--- src/rtl/mag_comp_seq.sv ---
`default_nettype none
// ============================================================================
// Module   : mag_comp_seq
// Purpose  : Multi-cycle MSB-first magnitude comparator, CHUNK bits per clock,
//            early exit on first differing chunk, unsigned or signed compare.
// Revision : 1.0 - initial release
// ============================================================================
module mag_comp_seq #(
  parameter int WIDTH = 16,
  parameter int CHUNK = 4
) (
  input  logic             clk,
  input  logic             rst_n,
  input  logic             start,
  input  logic             signed_mode,
  input  logic [WIDTH-1:0] a,
  input  logic [WIDTH-1:0] b,
  output logic             busy,
  output logic             done,
  output logic             aeqb,
  output logic             agb,
  output logic             alb
);

  localparam int NCH = WIDTH / CHUNK;
  localparam int IW  = (NCH > 1) ? $clog2(NCH) : 1;
  localparam logic [IW-1:0] c_last = IW'(NCH - 1);

  localparam logic [0:0] S_IDLE = 1'b0;
  localparam logic [0:0] S_RUN  = 1'b1;

  logic [0:0]       r_state;
  logic [0:0]       w_state_nxt;
  logic [WIDTH-1:0] r_a;
  logic [WIDTH-1:0] r_b;
  logic             r_sgn;
  logic [IW-1:0]    r_idx;
  logic             r_done;
  logic             r_aeqb;
  logic             r_agb;
  logic             r_alb;

  logic [CHUNK-1:0] w_mask;
  logic [CHUNK-1:0] w_ca;
  logic [CHUNK-1:0] w_cb;
  logic             w_ne;
  logic             w_gt;
  logic             w_last;

  // Signed mode inverts the sign bit of the MSB chunk only, turning the
  // two's-complement order into an unsigned one for that chunk.
  always_comb begin
    w_mask          = '0;
    w_mask[CHUNK-1] = r_sgn && (r_idx == c_last);
    w_ca            = r_a[int'(r_idx)*CHUNK +: CHUNK] ^ w_mask;
    w_cb            = r_b[int'(r_idx)*CHUNK +: CHUNK] ^ w_mask;
    w_ne            = (w_ca != w_cb);
    w_gt            = (w_ca > w_cb);
    w_last          = (r_idx == '0);
  end

  always_ff @(posedge clk or negedge rst_n) begin
    if (!rst_n) r_state <= S_IDLE;
    else        r_state <= w_state_nxt;
  end

  always_comb begin
    w_state_nxt = r_state;
    case (r_state)
      S_IDLE:  if (start) w_state_nxt = S_RUN;
      S_RUN:   if (w_ne || w_last) w_state_nxt = S_IDLE;
      default: w_state_nxt = S_IDLE;
    endcase
  end

  always_comb begin
    busy = (r_state == S_RUN);
  end

  always_ff @(posedge clk or negedge rst_n) begin
    if (!rst_n) begin
      r_a    <= '0;
      r_b    <= '0;
      r_sgn  <= 1'b0;
      r_idx  <= '0;
      r_done <= 1'b0;
      r_aeqb <= 1'b0;
      r_agb  <= 1'b0;
      r_alb  <= 1'b0;
    end else begin
      r_done <= 1'b0;
      if (r_state == S_IDLE) begin
        if (start) begin
          r_a   <= a;
          r_b   <= b;
          r_sgn <= signed_mode;
          r_idx <= c_last;
        end
      end else if (w_ne) begin
        r_aeqb <= 1'b0;
        r_agb  <= w_gt;
        r_alb  <= !w_gt;
        r_done <= 1'b1;
      end else if (w_last) begin
        r_aeqb <= 1'b1;
        r_agb  <= 1'b0;
        r_alb  <= 1'b0;
        r_done <= 1'b1;
      end else begin
        r_idx <= r_idx - IW'(1);
      end
    end
  end

  assign done = r_done;
  assign aeqb = r_aeqb;
  assign agb  = r_agb;
  assign alb  = r_alb;

endmodule
`default_nettype wire

--- config.mk ---
export PLATFORM = sky130hd
export DESIGN_NAME = mag_comp_seq
export DESIGN_NICKNAME = d
export VERILOG_FILES = /design/src/rtl/mag_comp_seq.sv
export SDC_FILE = /design/constraint.sdc
export NUM_CORES = 1
export LEC_CHECK = 0
export BUFFER_PORTS_ARGS = -buffer_cell sky130_fd_sc_hd__buf_2
export CAP_MARGIN = 20
export CORE_ASPECT_RATIO = 1.5
export CORE_MARGIN = 2
export CORE_UTILIZATION = 57
export CTS_CLUSTER_SIZE = 24
export DETAILED_ROUTE_END_ITERATION = 10
export PLACE_DENSITY_LB_ADDON = 0.25
export SYNTH_ARGS = -nofsm -noshare
export SYNTH_HDL_FRONTEND = slang
export SYNTH_SLANG_ARGS = --single-unit
--- constraint.sdc ---
create_clock -name clk -period 4.2 [get_ports clk]
set_input_delay 0.42 -clock clk [delete_from_list [all_inputs] [get_ports clk]]
set_output_delay 0.42 -clock clk [all_outputs]
set_load 0.005 [all_outputs]
# Word level (Yosys, flattened, before mapping)
# Index checks and enable logic that the tools add are counted.
dict set report word_totals {
  ff_bits 40
  inputBits 36
  out_inout_bits 5
}
dict set report op_classes {
  add_sub_neg 1
  order_cmp 1
  eq_ne 4
  shift 2
  mux 15
  bitwise_logic 3
  reduce_logical 9
}
# cell n
set op_table {}
lappend op_table {{$shiftx A16 B5 Y4} 2}
lappend op_table {{$mux W1} 10}
lappend op_table {{$mux W2} 4}
lappend op_table {{$xor A4 B4 Y4} 2}
lappend op_table {{$gt A4 B4 Y1} 1}
lappend op_table {{$ne A2 B2 Y1 const B} 2}
lappend op_table {{$ne A4 B4 Y1} 1}
lappend op_table {{$reduce_and A2 Y1} 2}
lappend op_table {{$reduce_bool A2 Y1} 2}
lappend op_table {{$reduce_and A3 Y1} 1}
lappend op_table {{$eq A2 B2 Y1 const B} 1}
lappend op_table {{$logic_not A2 Y1} 1}
lappend op_table {{$pmux W1 S2} 1}
lappend op_table {{$sub A2 B1 Y2 const B} 1}
lappend op_table {{$logic_and A1 B1 Y1} 1}
lappend op_table {{$logic_not A1 Y1} 1}
lappend op_table {{$logic_or A1 B1 Y1} 1}
lappend op_table {{$not A1 Y1} 1}

# Longest topological paths before layout
dict set report logic_depth {
  depth_word 7
  ltp_mapped 8
  ltp_nobuf 8
}

# Least setup slack after synthesis
# Ideal clock, no wire load.
dict set report synth_timing {
  path_type {register to register}
  from {register r_idx[0]}
  to {register r_agb (netlist: agb)}
  setup_time_ns 0.125
  t_arrival_ns 2.013
  t_required_ns 4.075
  path_slack_ns 2.063
  path_stages_with_launch 8
  n_path_buf 1
  synth_period_minus_slack_ns 2.137
  path_cell_list {dfrtp_1 buf_6 mux4_2 xnor2_1 ha_1 nand4_1 nand2_1 mux2_2}
}
dict set report synth_between {
  elab_chain_cells 6
  elab_cells_between_ends 12
  classes_between {order compare (1); eq/ne (2); shift (2); mux (1); bitwise (2); reduce/logical (4)}
}
# element line_no
set synth_rtl {}
lappend synth_rtl {{start, declared} 37} ;# logic [IW-1:0] r_idx;
lappend synth_rtl {{start signal, assigned} 97} ;# r_idx <= c_last;
lappend synth_rtl {{start signal, assigned} 110} ;# r_idx <= r_idx - IW'(1);
lappend synth_rtl {{branches (longest 6 deep; another with $gt A4 B4 Y1)} -}
lappend synth_rtl {{end signal, assigned} 101} ;# r_agb <= w_gt;
lappend synth_rtl {{end, declared} 40} ;# logic r_agb;
# Parallel ways; which one is timed is not known.
# A chain may end at the register's enable or synchronous reset.

# Worst setup path after layout
dict set report layout_timing {
  from {register r_idx[0]}
  to {register r_idx[0]}
}
dict set report layout_between {
  elab_chain_cells 6
  elab_cells_between_ends 15
  classes_between {add/sub (1); eq/ne (4); shift (2); mux (3); bitwise (2); reduce/logical (3)}
}
# element
set layout_rtl {}
lappend layout_rtl {{branches (longest 6 deep; another with $shiftx A16 B5 Y4)}}
# Parallel ways; which one is timed is not known. The select of a mux whose other input is x is not followed.

==> impl_metrics.yaml <==
outcome:
  status: "completed"
detailed_routing:
  firstDrtPassIters: 5
  drc: 0
  vias: 1099
  drt-initial-drc-count: 26
  drtAntennaViolNets: 0
  drt-total-wl_mm: 3.08
  vias_per_cell: 5.36
  wl_per_cell_microns: 15.0
yosys:
  ys_warn_count: 0
  synth_mux_area_frac: 0.324
  ys_seq_area_frac: 0.532
  synth_cell_types: 21
  synth-seq-cells: 40
  yosys.area_share.simple: 0.0273
  synth_top_family_by_area: "multiplexers"
  synth_fp_nets: 165
  synthesis.area_sq_um: 1880
  netlist_instances: 123
  synth_compound_area_frac: 0.0206
  synth.avg_cell_area_sq_um: 15.3
  synth-xor-area-share: 0.00931
  synthAdderAreaFrac: 0.0399
final_layout:
  final_design_area_no_fill_sq_um: 2180
  final_cell_mix: "40 x dfrtp_1, 40 x buf_2, 32 x mux2_2"
  register_area_sq_um: 1000
  antennaDiodeCount: 0
  multi_input_area_sq_um: 795
  fillCellCount: 229
  nNetsFinal: 207
  area_delta_synth_final_pct: 15.7
  fin_util: 0.689
  drive_above_1_share: 0.497
  final_cells: 205
clock_tree:
  cts_setup_buffers: 0
  cts_tree: "built"
  cts-buffers-inserted: 5
  clk_pin_slew_ns: 0.07
  clk-insertion-delay-late_ns: 0.29
  holdBufCountCts: 0
  ctsRootBufferMaster: "clkbuf_8"
  cts.path.max_buffers: 2
  cts_resized: 0
  cts_num_sinks: 40
  htree_levels: 2
pwr:
  p_leak_nw: 1.06
  power_density_nw_per_um2: 708
  p_total_mw: 1.54
  vdd_drop_max_mv: 0.458
sta:
  finClkSkew_ns: 0.00403
  max_freq_mhz: 399
  min_period_ns: 2.51
  fin_ws_ns: 1.69
  finalSetupViolCount: 0
  drv_slew: 0
  finalHoldViolCount: 0
  finalCritPeriodShare: 0.597
  worst_pin_slew_ns: 0.867
  slew_headroom: 0.422
  grt_setup_unrepaired: "false"
  whs_ns: 0.242
  fin_tns_setup_ns: 0
setup_path:
  r2r-start: "r_idx[0]"
  path_max_fanout: 12
  critPathKind: "flip-flop to flip-flop"
  worstPathArrival_ns: 2.65
  crit_start: "r_idx[0]"
  required_ns: 4.34
  critical_path.endpoint_type: "flip-flop"
  rr_endpoint: "r_idx[0]"
  r2r_slack_ns: 1.69
  worst-r2r-cell-count: 7
  cp-start-kind: "flip-flop"
flow_run:
  maxCapViolCount: 0
global_route:
  antenna_found_initial: 0
  first_global_vias: 1104
  grt_pass1_wl_mm: 5.13
  grt_max_degree: 41
  grt-ovfl-total: 0
  grt.total_usage: 0.188
hold_path:
  hold_class: "primary input to async pin"
placement:
  place_inst: 198
  pre_cts_slack_ns: 1.70
  dp_hpwl_mm: 2.31
  gp_congestion: 0.716
  portBuffers: 40
  dpl_cell_area_sq_um: 2080
floorplanning:
  dieWidth_microns: 50.9
  start_util: 0.595
  die-area_sq_um: 3780
  ios: 41
  fp.dieH_microns: 74.3
  core_sq_um: 3160
  row_count: 25
==> registers in the layout, indices dropped and copies added, names as in the netlist <==
| name | cells |
|---|---|
| aeqb | 1 |
| agb | 1 |
| alb | 1 |
| busy | 1 |
| done | 1 |
| r_a | 16 |
| r_b | 16 |
| r_idx | 2 |
| r_sgn | 1 |
==> layer usage <==
layer  vias to the layer above  share of wire  global-route usage
met2                        30           0.50               0.290
met5                         -              0                   0
met1                       533           0.43               0.246
met4                         0          0.021              0.0991
met3                         4          0.049              0.0462
li1                        532              -                   -
==> Yosys cell counts (all sizes together) <==
| master | instances | area share |
|---|---|---|
| a21boi | 1 | 0.0040 |
| o22ai | 1 | 0.0033 |
| nor2b | 2 | 0.0067 |
| mux2i | 2 | 0.011 |
| xor2 | 1 | 0.0047 |
| dfrtp | 40 | 0.53 |
| a21oi | 4 | 0.011 |
| mux2 | 34 | 0.20 |
| nor2 | 3 | 0.0060 |
| mux4 | 8 | 0.11 |
| ha | 6 | 0.040 |
| inv | 7 | 0.014 |
| buf | 6 | 0.033 |
| o21ai | 1 | 0.0027 |
| nand2b | 1 | 0.0033 |
| nand2 | 4 | 0.0080 |
| nand4 | 1 | 0.0033 |
| xnor2 | 1 | 0.0047 |
==> cells by family after synthesis <==
family / Yosys count
adders and majority gates: 6
xor gates and xnor gates: 2
and+or+nand+nor: 11
DFF: 40
muxes: 44
AOI/OAI and AO/OA: 7
buffers and inverters: 13
==> layout make-up <==
cell class | instances | share of cell area
clock buffer | 7 | 0.0443
inverter | 7 | 0.0121
multi-input combinational | 70 | 0.365
sequential | 40 | 0.460
tap | 40 | 0.0230
timing repair buffer | 41 | 0.0955
==> how the worst max path moves through the flow <==
| stage | depth (start not counted) | endpoint | slack [ns] |
|---|---|---|---|
| detailed placement | 6 | agb | 1.70 |
| CTS | 6 | agb | 1.69 |
| finish | 7 | r_idx[0] | 1.69 |
| floorplan | 7 | agb | 2.06 |
| global placement | 6 | agb | 1.75 |
| global route | 7 | r_idx[0] | 1.49 |
==> worst max-delay path, cell delays in order (launching register included) <==
cell     delay, ns
dfrtp_1       0.68
mux4_1        0.63
xor2_1        0.16
ha_1          0.32
nand4_1       0.14
nor2_1        0.15
nand2_1       0.13
mux2i_1       0.15
==> power by group <==
part	switching (mW)	total, mW	internal [mW]
sequential	0.110	0.661	0.551
clock	0.122	0.268	0.146
combinational	0.248	0.612	0.365
total	0.480	1.54	1.06
Note: power is estimated with default switching activity, not from simulation.
